--- config.mk ---
export PLATFORM = sky130hd
export DESIGN_NAME = clk_div_prog
export DESIGN_NICKNAME = d
export VERILOG_FILES = /design/src/rtl/clk_div_prog.sv
export SDC_FILE = /design/constraint.sdc
export NUM_CORES = 1
export LEC_CHECK = 0
export ABC_AREA = 1
export CORE_MARGIN = 1.5
export CORE_UTILIZATION = 51
export CTS_CLUSTER_SIZE = 12
export DETAILED_ROUTE_END_ITERATION = 6
export GPL_TIMING_DRIVEN = 0
export PLACE_DENSITY = 0.69
export REMOVE_ABC_BUFFERS = 1
export SLEW_MARGIN = 30
export SYNTH_ARGS = -nofsm -noshare
export SYNTH_HDL_FRONTEND = slang
export SYNTH_SLANG_ARGS = --single-unit
--- constraint.sdc ---
create_clock -name CLK -period 2 [get_ports CLK]
set_input_delay 0.4 -clock CLK [delete_from_list [all_inputs] [get_ports CLK]]
set_output_delay 0.4 -clock CLK [all_outputs]
set_load 0.01 [all_outputs]
--- src/rtl/clk_div_prog.sv ---
// Programmable multi-channel tick/clock divider with a stretched reset-release sequencer.
// Latency: outputs registered; first tick D+1 cycles after the enabling write, resetn rises RST_HOLD cycles after RESET drops.
// Backpressure: none; config writes are accepted every cycle RESET is low, writes to absent channels are dropped.
module clk_div_prog #(
  parameter int NCH      = 2,
  parameter int DIV_W    = 16,
  parameter int RST_HOLD = 16
) (
  input  logic                              CLK,
  input  logic                              RESET,
  input  logic                              cfg_we,
  input  logic [((NCH > 1) ? $clog2(NCH) : 1)-1:0] cfg_ch,
  input  logic [DIV_W-1:0]                  cfg_div,
  input  logic                              cfg_en,
  output logic [NCH-1:0]                    clk_out,
  output logic [NCH-1:0]                    tick,
  output logic                              resetn
);

  localparam int CH_W   = (NCH > 1) ? $clog2(NCH) : 1;
  localparam int HOLD_W = $clog2(RST_HOLD + 1);
  localparam logic [HOLD_W-1:0] HOLD_LAST = HOLD_W'(RST_HOLD - 1);

  logic [HOLD_W-1:0] hold_cnt;

  // Reset stretcher: count clean cycles after RESET drops, then release resetn and hold it high.
  always_ff @(posedge CLK) begin
    if (RESET) begin
      hold_cnt <= '0;
      resetn   <= 1'b0;
    end else if (!resetn) begin
      hold_cnt <= hold_cnt + HOLD_W'(1);
      if (hold_cnt == HOLD_LAST) begin
        resetn <= 1'b1;
      end
    end
  end

  for (genvar i = 0; i < NCH; i++) begin : g_ch
    // Channel indices that do not exist never match, so out-of-range writes fall through untouched.
    localparam logic [CH_W-1:0] IDX = CH_W'(i);

    logic [DIV_W-1:0] cnt;
    logic [DIV_W-1:0] d_act;
    logic [DIV_W-1:0] d_shd;
    logic             en;
    logic             clk_q;
    logic             tick_q;
    logic             wr_hit;

    assign wr_hit = cfg_we && (cfg_ch == IDX);

    // Per-channel divider: write handling first, then the free-running count that swaps in the shadow divisor only at wrap.
    always_ff @(posedge CLK) begin
      if (RESET) begin
        cnt    <= '0;
        d_act  <= '0;
        d_shd  <= '0;
        en     <= 1'b0;
        clk_q  <= 1'b0;
        tick_q <= 1'b0;
      end else if (wr_hit && !cfg_en) begin
        // Disable parks the outputs low but still captures the divisor for a later enable.
        cnt    <= '0;
        d_act  <= cfg_div;
        d_shd  <= cfg_div;
        en     <= 1'b0;
        clk_q  <= 1'b0;
        tick_q <= 1'b0;
      end else if (wr_hit && !en) begin
        // Enabling a stopped channel loads the divisor directly and starts a fresh period.
        cnt   <= '0;
        d_act <= cfg_div;
        d_shd <= cfg_div;
        en    <= 1'b1;
      end else begin
        // Retune of a running channel only touches the shadow so the current period completes untouched.
        if (wr_hit) begin
          d_shd <= cfg_div;
        end
        if (en) begin
          if (cnt == d_act) begin
            cnt    <= '0;
            tick_q <= 1'b1;
            clk_q  <= ~clk_q;
            d_act  <= d_shd;
          end else begin
            cnt    <= cnt + DIV_W'(1);
            tick_q <= 1'b0;
          end
        end
      end
    end

    assign clk_out[i] = clk_q;
    assign tick[i]    = tick_q;
  end

endmodule

; Yosys cells after proc, flatten, opt, wreduce, memory -nomap -nowiden
; Cells that the tools add are included.
[totals]
ff_bits = 108
output_inout_bits = 5
elab_cells = 70
[classes]
addsub = 3
eq_ne = 3
muxes = 20
bitwise = 5
reduce_logical = 25
[op_table]
columns = cell, count
row1 = two-way mux 16 bit, 16
row2 = "adder 16 x 1 -> 16 bit, second input constant", 2
row3 = == test 16 bit, 2
row4 = nonzero test 3 bit, 6
row5 = AND reduction 2 bit, 4
row6 = logical AND 1 bit, 6
row7 = AND reduction 3 bit, 2
row8 = OR reduction 3 bit, 2
row9 = "adder 5 x 1 -> 5 bit, second input constant", 1
row10 = "== test 5 x 4 -> 1 bit, second input constant", 1
row11 = NOT 1 bit, 5
row12 = two-way mux 1 bit, 4
row13 = OR reduction 2 bit, 2
row14 = logical NOT 1 bit, 3

; Logic depth before layout (Yosys ltp)
; Gate-level depths: netlist (run 1).
[depth]
ltp_word = 5
depth_mapped = 11
mapped_depth_nobuf = 11

; Least setup slack after synthesis (run 1)
; OpenSTA, ideal clock, no wires.
[synth_timing]
path_type = input-to-reg
start = input cfg_we
end = register g_ch[0].cnt[9]
setup_ps = 118
arrival_ps = 1367
required_time_ps = 1882
path_slack_ps = 515
path_stages = 8
path_cell_list = inv_1 > nor2_2 > inv_1 > o21ai_1 > a21oi_1 > nand2_1 > buf_2 > nor3_1
[synth_between]
elab_chain_len = 3
word_cells_on_any_way = 4
[synth_lines]
columns = item, line_no
row1 = from (decl), 11  ; input logic cfg_we,
row2 = logical AND 1 bit *, 51  ; assign wr_hit = cfg_we && (cfg_ch == IDX);
row3 = logical AND 1 bit (on tied branches), "62, 70"
row4 = OR reduction 3 bit (no line) *, -
row5 = to (signal assigned), 88  ; cnt <= cnt + DIV_W'(1);
row6 = to (decl), 43  ; logic [DIV_W-1:0] cnt;
; Every way passes the cells marked *; elsewhere a longest branch is shown, timed or not.
; A chain may end at the register's enable or synchronous reset.

; Worst setup path in the final report (run 1)
[layout_timing]
start = input cfg_we
end = register g_ch[0].d_act[3]
[layout_between]
elab_chain_len = 4
word_cells_on_any_way = 8
[layout_lines]
columns = item, line_no
row1 = logical AND 1 bit *, 51
row2 = logical AND 1 bit (on tied branches), "62, 70"
row3 = nonzero test 3 bit (no line) / two-way mux 16 bit (equally long branches), -
row4 = AND reduction 2 bit (no line) / two-way mux 16 bit (equally long branches), -
row5 = to (signal assigned), 65  ; d_act <= cfg_div;
row6 = to (signal assigned), 73  ; d_act <= cfg_div;
row7 = to (signal assigned), 86  ; d_act <= d_shd;
row8 = to (decl), 44  ; logic [DIV_W-1:0] d_act;
; Marks and branches as above.

==> metrics, run 1 <==
Final GP Congestion around 0.86; number of global-route vias before repair roughly 4.7k; post-synthesis cell type count 36; final critical path time including I/O delays and setup approximately 1.9 ns; Worst Max-Slew Pin Slew slightly below 0.8 ns; unrepaired setup endpoints after global routing no; Site Rows 37; HPWL Detailed slightly above 8000 um; total grt overflow 0; TritonCTS clock tree built; Post-Syn Area approximately 0.0054 mm^2; Static Leak about 0.0026 uW; fmax between 0.5 and 0.6 GHz; clock skew around 0.012 ns; CTS Buf Count 9; final core occ 0.5942; Syn Inst Count 807; Filler cells a little under 1k; number of DRC markers in iteration 0 267; worst-skew pair later-pin latency around 0.38 ns; CP endpoint kind register; CTS max path bufs 2; critical path peak fanout 29; critical path type input pin to register; average wire per standard cell 13.27 um; Slew Viols, Final 0; period utilization 0.9583; antenna-violating nets left 0; die area ~0.011 mm^2; IO Port Bufs 25; routed vias/inst around 5.2; root buffer cell clkbuf_8; Initial Utilization 0.5231; Hold WS ~0.47 ns; Setup Viol. Count Final 0; total vias in the final route roughly 5k; Core Region 0.01028 mm^2; Worst-path clk slew ~0.10 ns; final net count about 850; IO Count 26; initial antenna violation count 0; drc violations 0; status complete, no violations; Ys Warns 0; die height 105.7 um; crit path DAT 2.18 ns; largest net degree at the start of global routing 54; hold buffer count at cts 0; Slew Limit Headroom 0.4844; Hold Crit Class register to register; Final Hold Viols 0; CP required 2.27 ns; maximum vdd drop roughly 0.00068 V; clock sink count approximately 110; synthesis-stage register bit count 108; Pwr Density around 750 mW/mm^2; Layout area overhead 13.59%; # diodes 0; Max Cap Violations 0; Die W 105.7 um; Mean Syn Cell Area between 6 and 7 um^2; Post-Route WL 12780 um; GRT Resource Usage Total 0.2388; first-pass GRT wire length roughly 21000 um; Worst setup SP type input pin; share of cells above drive strength 1 0.07376; H-tree Lvls 3; sequential-to-total area share from yosys stat 0.4021; DRT Pass-1 Iters 5
-- registers in the layout, indices dropped and copies added, names as in the netlist --
signal,count
g_ch.d_shd,32
hold_cnt,5
g_ch.d_act,32
g_ch.clk_q,2
resetn,1
g_ch.cnt,32
g_ch.tick_q,2
g_ch.en,2
-- cells in the mapped netlist (all sizes together) --
cell type  instances  share of area
a21oi             80          0.074
a31oi              2         0.0023
and2               1         0.0012
buf               21          0.023
clkbuf            16          0.011
clkinv             3         0.0021
dfxtp            108           0.40
ha                 4         0.0093
inv               91          0.064
nand2            175           0.12
nand3             31          0.032
nand4             27          0.031
nor2             137           0.10
nor3              22          0.024
nor4               2         0.0023
o211ai             2         0.0028
o21ai             63          0.059
o21bai             1         0.0014
or2                2         0.0023
xnor2              5         0.0081
xor2              14          0.023
-- cells by family (layout without fill, tap and decap cells) --
logic type / after synthesis / in the layout / synth area share
adder cells (fa/ha/maj): 4 / 4 / 0.009309
buffers and inverters: 131 / 149 / 0.09937
AO/OA/AOI/OAI: 148 / 148 / 0.1403
XOR/XNOR: 19 / 19 / 0.03095
AND/OR/NAND/NOR: 397 / 399 / 0.3179
flip-flops: 108 / 108 / 0.4021
-- per-stage QoR --
step / cells / cell area, um^2 / setup slack, ns / TNS, ns / power [uW]
finish: 963 / 6107 / 0.08346 / 0 / 4559
global route: 963 / 6107 / 0.003170 / 0 / 4778
CTS: 956 / 5995 / 0.005695 / 0 / 4545
detailed placement: 933 / 5687 / -1.813 / -106.79 / 3060
global placement: 931 / 5615 / -2.524 / -162.85 / 3029
floorplan: 770 / 5195 / -0.2788 / -8.788 / 2844
-- layout by cell type (no fill, tap or decap), types with 3 or more instances in the layout --
cell type	Yosys	routed
o21ai_1	6	6
o21ai_0	56	56
ha_1	4	4
nor2_1	134	132
nand3_1	29	29
clkinvlp_4	0	3
xnor2_1	5	5
nand3_4	1	3
inv_1	85	84
a21oi_1	80	79
dfxtp_1	108	106
inv_2	6	6
clkdlybuf4s50_1	0	23
nand4_1	27	27
nand2_1	172	169
buf_4	5	10
nor3_1	20	20
nor2_2	1	3
clkbuf_8	0	10
xor2_1	14	14
-- layout make-up --
class | instances | area (um^2) | area share
Clock buffer | 12 | 145.1 | 0.02377
Clock inverter | 4 | 72.57 | 0.01188
Inverter | 94 | 372.9 | 0.06105
Multi-Input combinational cell | 570 | 2773 | 0.4540
Sequential cell | 108 | 2165 | 0.3544
Tap cell | 136 | 170.2 | 0.02786
Timing Repair Buffer | 38 | 404.1 | 0.06617
Timing Repair inverter | 1 | 5.005 | 0.0008195
-- layer usage --
| metal | routed length (um) | part of all wire | GRT usage |
|---|---|---|---|
| met2 | 5903 | 0.46 | 0.3901 |
| met1 | 6105 | 0.48 | 0.3095 |
| met4 | 337 | 0.026 | 0.09749 |
| met3 | 436 | 0.034 | 0.04576 |
| met5 | 0 | 0 | 0 |
-- where the power goes --
group	leakage, uW	switching (uW)	total (uW)	internal, uW
Clock	0.000107	727	1470	739
Combinational	0.00156	470	751	281
Sequential	0.000885	76.7	2340	2260
Total	0.00256	1270	4560	3280
-- worst max-delay path, stage by stage --
cell	delay [ns]
clkdlybuf4s50_1	0.49
inv_1	0.12
nor2_4	0.18
buf_4	0.16
o21ai_4	0.11
buf_16	0.19
buf_16	0.17
nand2_1	0.06
o21ai_0	0.09
a21oi_1	0.15
nor2_1	0.06
-- worst paths after layout --
kind	to	slack, ns	start	depth (start not counted)
min reg2reg	g_ch[0].tick_q	0.47	g_ch[0].tick_q	2
max reg2reg	g_ch[0].d_act[6]	0.17	g_ch[0].cnt[7]	10
min	g_ch[0].tick_q	0.47	g_ch[0].tick_q	2
max	g_ch[0].d_act[3]	0.08	cfg_we	11
-- timing repair --
action / in CTS / in global routing
setup endpoints to repair: 105 / 61
pin swaps: 2 / 4
setup buffers: 4 / 7
gates resized for setup: 11 / 11
hold endpoints to repair: 0 / 0
gates cloned: 3 / 0
No activity file was read; power rests on OpenSTA's default activity.
==> inputs of run 2 (changes only) <==
Settings changed: CAP_MARGIN set to 15, SETUP_SLACK_MARGIN set to 0.15.
==> run 2 against run 1 <==
First-iteration DRC count grew 18%. Design area rose by 1.2%. Worst hold slack worse by 0.00062 ns. Global-route usage is 0.82 points higher. Non-clock buffer count up 7. Utilization rose by 0.74 points. Maximum frequency grew 5.5%. Highest routed layer unchanged.
==> metrics, run 2 (synthesis gave the netlist of run 1 again) <==
GRT Resource Usage Total 0.2469 (was 0.2388); most common cell after layout, fill and taps aside nand2_1 (unchanged); Final Hold Viols 0 (unchanged); crit path DAT 2.09 ns (was 2.18 ns); Sw Share 0.2841 (was 0.2795); met1 GRT Util 0.3191 (was 0.3095); Worst setup SP type input pin (unchanged); CP endpoint kind register (unchanged); most frequent CP cell inv_1 (was buf_16); maximum vdd drop 0.0006738 V (was 0.0006834 V); Die W 105.7 um (unchanged); Layout area overhead 15.01% (was 13.59%); busiest grt layer met2 (unchanged); Initial Utilization 0.5231 (unchanged); # diodes 0 (unchanged); Post-Route WL 13050 um (was 12780 um); critical path type input pin to register (unchanged); total vias in the final route 5101 (was 5016); CTS Buf Count 9 (unchanged); initial antenna violation count 0 (unchanged); worst path bufs/invs 4 (was 5); Worst-path clk slew 0.10 ns (about the same); Final GP Congestion 0.8621 (unchanged); final core occ 0.6017 (was 0.5942); Max Cap Violations 0 (unchanged); final net count 854 (was 847); Hold Crit Class register to register (unchanged); CP peak stage delay 0.50 ns (was 0.49 ns); root buffer cell clkbuf_8 (unchanged); worst-skew pair later-pin latency 0.38 ns (about the same); die height 105.7 um (unchanged); total grt overflow 0 (unchanged); Slew Viols, Final 0 (unchanged); share of cells above drive strength 1 0.08993 (was 0.07376); highest-count cells in the layout ignoring fill and taps 169 x nand2_1, 130 x nor2_1, 101 x dfxtp_1, 83 x inv_1, 80 x a21oi_1 (was 169 x nand2_1, 132 x nor2_1, 106 x dfxtp_1, 84 x inv_1, 79 x a21oi_1); average wire per standard cell 13.45 um (was 13.27 um); hold buffer count at cts 0 (unchanged); crit path max-delay cell type clkdlybuf4s50_1 (unchanged); Setup WS pre-CTS -1.780 ns (was -1.813 ns); DRT Pass-1 Iters 5 (unchanged); IO Count 26 (unchanged); post-route setup slack 0.1833 ns (was 0.08346 ns); leading registers by flop count g_ch.cnt (32), g_ch.d_act (32), g_ch.d_shd (32) (unchanged); Reg power frac 0.520 (was 0.514); antenna-violating nets left 0 (unchanged); Overall Power 4499 uW (was 4559 uW); largest net degree at the start of global routing 54 (unchanged); fmax 0.5504 GHz (was 0.5218 GHz); number of DRC markers in iteration 0 314 (was 267); drc violations 0 (unchanged); Hold WS 0.4734 ns (was 0.4741 ns); Worst Max-Slew Pin Slew 0.7457 ns (was 0.7726 ns); number of global-route vias before repair 4869 (was 4672); clock sink count 108 (unchanged); Slew Limit Headroom 0.5023 (was 0.4844); Filler cells 948 (was 979); final critical path time including I/O delays and setup 1.817 ns (was 1.917 ns); CP required 2.28 ns (was 2.27 ns); routed vias/inst 5.259 (was 5.209); Pwr Density 727.6 mW/mm^2 (was 746.5 mW/mm^2); critical path peak fanout 14 (was 29); Design Area, Final 0.006183 mm^2 (was 0.006107 mm^2); internal power 3221 uW (was 3285 uW); IO Port Bufs 25 (unchanged); period utilization 0.9084 (was 0.9583); GRT met3 Usage 0.04020 (was 0.04576); M2 GR Usage 0.4137 (was 0.3901); Core Region 0.01028 mm^2 (unchanged); switching power 1278 uW (was 1274 uW); Post-Place Cell Area 0.005687 mm^2 (unchanged); status complete, no violations (unchanged); clock skew 0.01353 ns (was 0.01244 ns); CTS max path bufs 2 (unchanged); unrepaired setup endpoints after global routing yes (was no); crit-path cells clkdlybuf4s50_1, inv_2, nor2_4, inv_1, o21ai_1, a21oi_1, nand2_4, inv_1, nand2_1, nor2_1 (was clkdlybuf4s50_1, inv_1, nor2_4, buf_4, o21ai_4, buf_16, buf_16, nand2_1, o21ai_0, a21oi_1, nor2_1); Comb power frac 0.175 (was 0.165); first-pass GRT wire length 22310 um (was 21470 um); Site Rows 37 (unchanged); Setup Viol. Count Final 0 (unchanged); Clk pwr share 0.305 (was 0.322); HPWL Detailed 8362 um (was 8300 um); TritonCTS clock tree built (unchanged); H-tree Lvls 3 (unchanged); die area 0.01117 mm^2 (unchanged); delay-heaviest family, CP buffers and inverters (unchanged); Static Leak 0.002593 uW (was 0.002556 uW)
## run 2: cell type report
cell class	instances	area, um^2	area share
timing repair buffer	45	488.0	0.07892
sequential	108	2173	0.3515
inverter	94	370.4	0.05989
timing repair inverter	1	7.507	0.001214
tap	136	170.2	0.02752
multi-input combinational	570	2770	0.4480
clock inverter	3	45.04	0.007285
clock buffer	13	158.9	0.02570
## run 2: worst reg2reg max path, cell delays in order, from the launching register on
cell and delay (ns):
dfxtp_1 0.43, xnor2_1 0.17, nand3_1 0.09, nor2_1 0.31
nand3_4 0.17, buf_4 0.22, a21oi_1 0.17, nor2_1 0.06
## run 2: final timing paths
check	startpoint	to	slack [ns]	cells after the start
setup / recovery	cfg_we	g_ch[0].cnt[7]	0.18	10
hold / removal	g_ch[0].tick_q	g_ch[0].tick_q	0.47	2
setup reg to reg	g_ch[0].cnt[9]	g_ch[0].d_act[3]	0.28	7
hold reg to reg	g_ch[0].tick_q	g_ch[0].tick_q	0.47	2
## run 2: per-layer routing
layer,up-vias,part of all wire
met5,-,0
met4,0,0.022
met3,26,0.050
met2,118,0.47
met1,2323,0.45
li1,2634,-
## run 2: what timing repair did
action                                  CTS  global route
endpoints found under the setup margin  105            54
gates cloned                              4             0
pin swaps                                 3             6
setup buffers                            10             7
gates resized for setup                  23            11
## run 2: metrics by stage
step | cells | setup TNS [ns]
after detailed placement | 933 | -105.61
after global routing | 970 | 0
after floorplan | 770 | -8.788
final | 970 | 0
after global placement | 931 | -162.85
after CTS | 963 | 0
## run 2: power groups by stage
stage                     combinational, uW  clock (uW)  sequential [uW]
final                                   786        1370             2340
after global routing                    885        1480             2360
after CTS                               741        1410             2340
after detailed placement                671           0             2390
after global placement                  643           0             2390
after floorplan                         477           0             2370
